==> config.mk <==
export PLATFORM = sky130hd
export DESIGN_NAME = jstk2_spi_master
export DESIGN_NICKNAME = d
export VERILOG_FILES = /design/src/rtl/jstk2_spi_master.sv
export SDC_FILE = /design/constraint.sdc
export NUM_CORES = 1
export LEC_CHECK = 0
export BUFFER_PORTS_ARGS = -buffer_cell sky130_fd_sc_hd__buf_2
export CORE_UTILIZATION = 35
export DETAILED_ROUTE_END_ITERATION = 8
export MAX_ROUTING_LAYER = met4
export PLACE_DENSITY_LB_ADDON = 0.15
export SYNTH_ARGS = -nofsm -noshare
export SYNTH_HDL_FRONTEND = slang
export SYNTH_SLANG_ARGS = --single-unit
==> constraint.sdc <==
create_clock -name CLK -period 2.23 [get_ports CLK]
set_input_delay 0 -clock CLK [delete_from_list [all_inputs] [get_ports CLK]]
set_output_delay 0 -clock CLK [all_outputs]
set_load 0.05 [all_outputs]
==> src/rtl/jstk2_spi_master.sv <==
// jstk2_spi_master: SPI mode-0 master that polls a PmodJSTK2 joystick.
//
// Each transaction sends {0x84, R, G, B, 0x00} MSB first while collecting five reply bytes.
// The reply bytes are decoded into x_pos/y_pos/button, which are all written on the same edge
// as a one-cycle data_valid pulse.
//
// Timing, in CLK cycles:
//   - SS is low from the edge that leaves IDLE to the edge that leaves DONE.
//     That is SS_SETUP + 80*CLK_HALF + 4*BYTE_GAP + 1 cycles. This is one less than the nominal
//     count, which also includes the IDLE exit cycle.
//   - busy covers exactly the same window as SS low.
//   - data_valid pulses in the first IDLE cycle, together with SS high.
//   - The first SCLK rise comes SS_SETUP + CLK_HALF cycles after SS falls.
//   - SS stays high for exactly POLL_CYCLES cycles between transactions.
//
// Parameter minimums: CLK_HALF, SS_SETUP, BYTE_GAP and POLL_CYCLES must all be at least 1.
module jstk2_spi_master #(
    parameter int unsigned CLK_HALF    = 12,
    parameter int unsigned SS_SETUP    = 180,
    parameter int unsigned BYTE_GAP    = 120,
    parameter int unsigned POLL_CYCLES = 120000
) (
    input  logic        CLK,
    input  logic        RST,
    input  logic [23:0] color,
    input  logic        MISO,
    output logic        SS,
    output logic        SCLK,
    output logic        MOSI,
    output logic [9:0]  x_pos,
    output logic [9:0]  y_pos,
    output logic [1:0]  button,
    output logic        data_valid,
    output logic        busy
);

    localparam int unsigned PollW  = (POLL_CYCLES > 1) ? $clog2(POLL_CYCLES) : 1;
    localparam int unsigned CntMax = (SS_SETUP > CLK_HALF) ?
                                     ((SS_SETUP > BYTE_GAP) ? SS_SETUP : BYTE_GAP) :
                                     ((CLK_HALF > BYTE_GAP) ? CLK_HALF : BYTE_GAP);
    localparam int unsigned CntW   = $clog2(CntMax + 1);

    localparam logic [PollW-1:0] PollLast  = PollW'(POLL_CYCLES - 1);
    localparam logic [CntW-1:0]  SetupLast = CntW'(SS_SETUP - 1);
    localparam logic [CntW-1:0]  HalfLast  = CntW'(CLK_HALF - 1);
    localparam logic [CntW-1:0]  GapLast   = CntW'(BYTE_GAP - 1);

    typedef enum logic [2:0] {
        StIdle,
        StSetup,
        StShift,
        StGap,
        StDone
    } state_e;

    state_e            state_q, state_d;
    logic [PollW-1:0]  poll_q, poll_d;
    logic [CntW-1:0]   cnt_q, cnt_d;
    logic [2:0]        bit_q, bit_d;
    logic [2:0]        byte_q, byte_d;
    logic [39:0]       tx_q, tx_d;
    logic [7:0]        rx_sh_q, rx_sh_d;
    logic [7:0]        rx0_q, rx0_d;
    logic [1:0]        rx1_q, rx1_d;
    logic [7:0]        rx2_q, rx2_d;
    logic [1:0]        rx3_q, rx3_d;
    logic [1:0]        rx4_q, rx4_d;
    logic              ss_q, ss_d;
    logic              sclk_q, sclk_d;
    logic              mosi_q, mosi_d;
    logic [9:0]        x_q, x_d;
    logic [9:0]        y_q, y_d;
    logic [1:0]        btn_q, btn_d;
    logic              valid_q, valid_d;
    logic              busy_q, busy_d;

    // Next-state logic: the sequencer, the SCLK phase counter and both shift registers.
    always_comb begin
        state_d = state_q;
        poll_d  = poll_q;
        cnt_d   = cnt_q;
        bit_d   = bit_q;
        byte_d  = byte_q;
        tx_d    = tx_q;
        rx_sh_d = rx_sh_q;
        rx0_d   = rx0_q;
        rx1_d   = rx1_q;
        rx2_d   = rx2_q;
        rx3_d   = rx3_q;
        rx4_d   = rx4_q;
        ss_d    = ss_q;
        sclk_d  = sclk_q;
        mosi_d  = mosi_q;
        x_d     = x_q;
        y_d     = y_q;
        btn_d   = btn_q;
        valid_d = 1'b0;
        busy_d  = busy_q;

        case (state_q)
            StIdle: begin
                if (poll_q == PollLast) begin
                    poll_d  = '0;
                    // color is captured only here, so later changes wait for the next frame.
                    tx_d    = {8'h84, color, 8'h00};
                    ss_d    = 1'b0;
                    busy_d  = 1'b1;
                    cnt_d   = '0;
                    bit_d   = '0;
                    byte_d  = '0;
                    state_d = StSetup;
                end else begin
                    poll_d = poll_q + PollW'(1);
                end
            end

            StSetup: begin
                if (cnt_q == SetupLast) begin
                    cnt_d   = '0;
                    mosi_d  = tx_q[39];
                    state_d = StShift;
                end else begin
                    cnt_d = cnt_q + CntW'(1);
                end
            end

            StShift: begin
                if (cnt_q != HalfLast) begin
                    cnt_d = cnt_q + CntW'(1);
                end else begin
                    cnt_d  = '0;
                    sclk_d = ~sclk_q;
                    if (!sclk_q) begin
                        // Rising edge: MISO has been stable since the previous falling edge.
                        rx_sh_d = {rx_sh_q[6:0], MISO};
                    end else begin
                        // Falling edge: advance MOSI. Across a byte boundary this already
                        // presents the next byte's MSB for the gap.
                        tx_d   = {tx_q[38:0], 1'b0};
                        mosi_d = tx_q[38];
                        bit_d  = bit_q + 3'd1;
                        if (bit_q == 3'd7) begin
                            case (byte_q)
                                3'd0:    rx0_d = rx_sh_q;
                                3'd1:    rx1_d = rx_sh_q[1:0];
                                3'd2:    rx2_d = rx_sh_q;
                                3'd3:    rx3_d = rx_sh_q[1:0];
                                default: rx4_d = rx_sh_q[1:0];
                            endcase
                            byte_d  = byte_q + 3'd1;
                            state_d = (byte_q == 3'd4) ? StDone : StGap;
                        end
                    end
                end
            end

            StGap: begin
                if (cnt_q == GapLast) begin
                    cnt_d   = '0;
                    state_d = StShift;
                end else begin
                    cnt_d = cnt_q + CntW'(1);
                end
            end

            StDone: begin
                x_d     = {rx1_q, rx0_q};
                y_d     = {rx3_q, rx2_q};
                btn_d   = rx4_q;
                valid_d = 1'b1;
                ss_d    = 1'b1;
                mosi_d  = 1'b0;
                busy_d  = 1'b0;
                state_d = StIdle;
            end

            default: begin
                state_d = StIdle;
            end
        endcase
    end

    // State and output registers. Reset also clears partial reply bytes mid-frame.
    always_ff @(posedge CLK) begin
        if (RST) begin
            state_q <= StIdle;
            poll_q  <= '0;
            cnt_q   <= '0;
            bit_q   <= '0;
            byte_q  <= '0;
            tx_q    <= '0;
            rx_sh_q <= '0;
            rx0_q   <= '0;
            rx1_q   <= '0;
            rx2_q   <= '0;
            rx3_q   <= '0;
            rx4_q   <= '0;
            ss_q    <= 1'b1;
            sclk_q  <= 1'b0;
            mosi_q  <= 1'b0;
            x_q     <= '0;
            y_q     <= '0;
            btn_q   <= '0;
            valid_q <= 1'b0;
            busy_q  <= 1'b0;
        end else begin
            state_q <= state_d;
            poll_q  <= poll_d;
            cnt_q   <= cnt_d;
            bit_q   <= bit_d;
            byte_q  <= byte_d;
            tx_q    <= tx_d;
            rx_sh_q <= rx_sh_d;
            rx0_q   <= rx0_d;
            rx1_q   <= rx1_d;
            rx2_q   <= rx2_d;
            rx3_q   <= rx3_d;
            rx4_q   <= rx4_d;
            ss_q    <= ss_d;
            sclk_q  <= sclk_d;
            mosi_q  <= mosi_d;
            x_q     <= x_d;
            y_q     <= y_d;
            btn_q   <= btn_d;
            valid_q <= valid_d;
            busy_q  <= busy_d;
        end
    end

    assign SS         = ss_q;
    assign SCLK       = sclk_q;
    assign MOSI       = mosi_q;
    assign x_pos      = x_q;
    assign y_pos      = y_q;
    assign button     = btn_q;
    assign data_valid = valid_q;
    assign busy       = busy_q;

endmodule

Yosys cells after proc, flatten, opt, wreduce, memory -nomap -nowiden
Cells that the tools add are included.
Cells by class
  $add $sub $neg: 4
  eq/ne operators: 19
  muxes and demuxes: 35
  bitwise logic cells: 3
  reduce and logical (&&, ||, !) cells: 20
Operators by type and width (number)
  two-way mux 40 bit: 3
  one-hot mux 40 bit (2 select lines): 1
  two-way mux 3 bit: 13
  two-way mux 8 bit: 4
  one-hot mux 8 bit (4 select lines): 1
  AND reduction 5 bit: 6
  adder 17 x 1 -> 17 bit (second input constant): 1
  equality test 17 bit (second input constant): 1
  two-way mux 17 bit: 1
  equality test 3 x 2 -> 1 bit (second input constant): 4
  != test 2 bit (second input constant): 6
  one-hot mux 3 bit (2 select lines): 2
  one-hot mux 3 bit (4 select lines): 1
  equality test 3 bit (second input constant): 3
  adder 8 x 1 -> 8 bit (second input constant): 1
  equality test 8 x 7 -> 1 bit (second input constant): 1
  equality test 8 bit (second input constant): 1
  != test 8 x 4 -> 1 bit (second input constant): 1
  AND reduction 4 bit: 2
  adder 3 x 1 -> 3 bit (second input constant): 2
  equality test 3 x 1 -> 1 bit (second input constant): 2
  logical NOT 3 bit: 2
  two-way mux 1 bit: 6
  AND reduction 2 bit: 3
  9 further kinds: 13
Word-level totals
  flip-flop bits (word level): 131
  word-level logic and storage cells: 101

Longest topological paths before layout
  word-level depth: 6
  gate-level depth with buffers: 9
  gate-level depth less buffers: 7

Worst setup path after synthesis
OpenSTA, ideal clock, no wires.
  kind: reg-to-reg
  start: register cnt_q[0]
  end: register rx2_q[7]
  setup time: 0.128 ns
  arrival: 2.311 ns
  required time: 2.102 ns
  slack: -0.209 ns
  cell stages (with the launch flop): 9
  clock period less this slack: 2.439 ns
  cells stage by stage: dfxtp_1 -> ha_1 -> or3b_2 -> or4_1 -> buf_2 -> nor3b_2 -> buf_6 -> mux2i_1 -> nor2_1
On the way
  longest elaborated chain between the ends: 3
Ends and longest elaborated chain
  start, declared: line 58  | logic [CntW-1:0] cnt_q, cnt_d;
  start signal, assigned: line 209  | cnt_q <= cnt_d;
  != test 8 x 4 -> 1 bit: line 128  | if (cnt_q != HalfLast) begin
  NOT 1 bit (no line)
  AND reduction 5 bit (no line)
  end signal, assigned: line 216  | rx2_q <= rx2_d;
  end, declared: line 65  | logic [7:0] rx2_q, rx2_d;
Every way passes these cells.
A chain may end at the register's enable or synchronous reset.

Worst setup path in the final report
  start: register cnt_q[4]
  end: register rx0_q[2]
On the way
  longest elaborated chain between the ends: 3
Ends and longest elaborated chain
  != test 8 x 4 -> 1 bit: line 128
  NOT 1 bit (no line)
  AND reduction 5 bit (no line)
  end signal, assigned: line 214  | rx0_q <= rx0_d;
  end, declared: line 63  | logic [7:0] rx0_q, rx0_d;
Every way passes these cells.

==> impl_metrics.ini <==
[status]
status = completed

[critical_path]
crit_start = cnt_q[4]$_SDFFE_PP0P_
regToRegStartpoint = cnt_q[4]$_SDFFE_PP0P_
critPathCapture = rx0_q[2]$_SDFFE_PP0P_
r2r-end = rx0_q[2]$_SDFFE_PP0P_
cp.required_ps = 2520
crit_type = reg -> reg
regToRegSetupSlack_ps = 20
reg2regPathDepth = 6
crit_path_start_kind = flip-flop
endpoint_kind = flip-flop
cp_data_arrival_time_ps = 2500
path_max_fanout = 8

[grt]
grt_max_degree = 38
grt_pass1_wl_um = 21900
grt.overflow.total = 0
first_global_vias = 4642
grtUsageTotal_pct = 17.8
antenna_found_initial = 0

[timing]
setup_violations = 0
worst_pin_slew_ps = 666
slew_violations = 0
fin_ws_ps = 15.9
max_freq_mhz = 452
period_needed_ps = 2210
tns_ps = 0
finClkSkew_ps = 14.1
rsz0062_at_grt = yes
post-route-period-util_pct = 99.3
relSlewSlack_pct = 55.1
finalHoldViolCount = 0

[route]
ant_nets = 0
wl_um = 12900
post-route-drc-count = 0
routedWlPerCell_um = 14.1
via_count = 4668
drtPass1Iterations = 4
drtIter0Drc = 233
vias_per_cell = 5.12

[power_and_ir_drop]
power_uw = 6410
clkPwrFrac_pct = 38.7
internal-power_uw = 4470
vdd_drop_max_v = 0.000590
power_frac_seq_pct = 40.2
p_comb_share_pct = 21.0
p_leak_uw = 0.00255
power.switching_uw = 1940
p_per_area_mw_per_mm2 = 942
p_sw_share_pct = 30.3

[floorplan]
coreArea_sq_mm = 0.0146
die_area_sq_mm = 0.0155
die_w_um = 125
die_y_um = 125
rows = 44
ios = 54
start_util_pct = 36.0

[cells_and_area]
fin_util_pct = 46.7
antenna_cells = 0
areaGrowthSynthToFinish_pct = 29.5
nets = 751
drive_gt1_share_pct = 21.0

[placed_design]
port_buffers = 53
pre_cts_ws_ps = -58.2
dp_hpwl_um = 8470
place.gp.congestion = 0.900

[job]
cap_violations = 0

[cts]
cts_tree = built
numCtsBuffers = 17
clkTransAtPathRegs_ps = 60
cts_max_path_buffers = 2
numClockSinks = 123
clkLatencyLatePin_ps = 410
cts-root-buf = clkbuf_16
htreeDepth = 4

[logic_synthesis]
synth_top_area_cell = dfxtp_1
synthFlopType = dfxtp_1
netlist_instances = 615
yosysUniqueCellTypes = 48
synth_fp_nets = 652
synth_top_area_share_pct = 46.9
ys_ff_latch = 123
synth_area_per_cell_sq_um = 8.54
yosysSeqAreaShare_pct = 46.9
async_reset_ff_share_pct = 0
yosys_warnings = 0
synth.area.top_cells = dfxtp_1, nand2_1, a21oi_1, mux2i_1, nor2_1
synth_edf_count = 0
netlist_area_sq_mm = 0.00526

[worst_hold_path]
hold_path.class = in -> reg
-- per-stage QoR --
stage | instances | instance area [sq um] | hold WS, ps
floorplan | 615 | 5300 | 147
finish | 911 | 6810 | 358
detailed placement | 852 | 5950 | 253
global placement | 852 | 5950 | 240
CTS | 911 | 6770 | 341
global route | 911 | 6810 | 397
-- area by class of cell --
class / instances / area, sq um
clock buffers: 17 / 425
clock inverters: 15 / 116
fillers: 1422 / 7780
inverters: 10 / 37.5
multi-input cells: 439 / 2630
flip-flops and latches: 123 / 2470
well taps: 184 / 230
repair buffers: 123 / 903
-- layer usage --
| metal | GRT usage (%) | routed length [um] |
|---|---|---|
| met1 | 20.7 | 5880 |
| met2 | 29.6 | 6420 |
| met3 | 4.64 | 375 |
| met4 | 6.31 | 177 |
| met5 | - | 0 |
-- synthesized netlist by cell type (8+ instances only) --
cell,n
a21oi_1,66
a311oi_1,23
buf_2,8
clkbuf_1,32
dfxtp_1,123
ha_1,10
inv_1,10
mux2i_1,31
nand2_1,113
nand3_1,10
nand4_1,19
nor2_1,64
o21ai_0,20
xnor2_1,14
-- cell families after synthesis --
group / synth area share (%)
multiplexers: 5.90
buffers and inverters: 4.40
flip-flops: 46.9
adder cells (fa/ha/maj): 2.38
AND/OR/NAND/NOR: 22.1
AO/OA/AOI/OAI: 15.2
XOR/XNOR: 3.17
-- critical path: stages, from the launching register on --
cell and delay, ps:
dfxtp_1 310, or4b_4 530, or4_4 600, nor3b_2 210, buf_6 180, mux2i_2 220
nor2_1 50
-- worst min-delay path by stage --
stage	startpoint	to	slack (ps)	depth (start not counted)
after global routing	MISO	rx_sh_q[0]$_SDFFE_PP0P_	400	4
after global placement	MISO	rx_sh_q[0]$_SDFFE_PP0P_	240	3
after floorplan	MISO	rx_sh_q[0]$_SDFFE_PP0P_	150	2
final	MISO	rx_sh_q[0]$_SDFFE_PP0P_	360	4
after CTS	MISO	rx_sh_q[0]$_SDFFE_PP0P_	340	4
after detailed placement	MISO	rx_sh_q[0]$_SDFFE_PP0P_	250	3
-- flip-flops by register name, indices dropped and copies added, names as in the netlist, 2 cells and up --
signal,flops
bit_q,3
button,2
byte_q,3
cnt_q,8
poll_q,17
rx0_q,8
rx1_q,2
rx2_q,8
rx3_q,2
rx4_q,2
rx_sh_q,8
state_q,3
tx_q,32
x_pos,10
y_pos,10
-- repair_timing --
item | CTS | global route
pin swaps | 1 | 6
gates cloned | 0 | 0
hold buffers | 26 | 0
gates resized for setup | 3 | 9
endpoints found under the hold margin | 29 | 0
buffers inserted | 1 | 0
endpoints found under the setup margin | 16 | 39
-- layout by cell type, fill, tap and decap left out, drive strengths merged, types with 3 or more instances in the layout --
master       count
a311oi          23
and2             3
dfxtp          123
nand3           10
clkinvlp         5
dlygate4sd3     26
nor3             8
and3             4
xor2             5
nand2          113
ha              10
clkinv           5
nand4           19
nor2            64
a31oi            3
inv             15
nor3b            5
nor2b            3
buf             97
a21o             3
o21ai           20
xnor2           14
mux2i           31
or3              3
a21oi           66
clkbuf          17
-- power groups by stage --
stage	registers (uW)	logic, uW	clock network, uW
2_1_floorplan	2600	849	0
3_3_place_gp	2620	1260	0
3_5_place_dp	2620	1290	0
4_1_cts	2580	1330	2570
5_1_grt	2610	1510	2660
6_report	2580	1350	2480
Note: power is estimated with default switching activity, not from simulation.
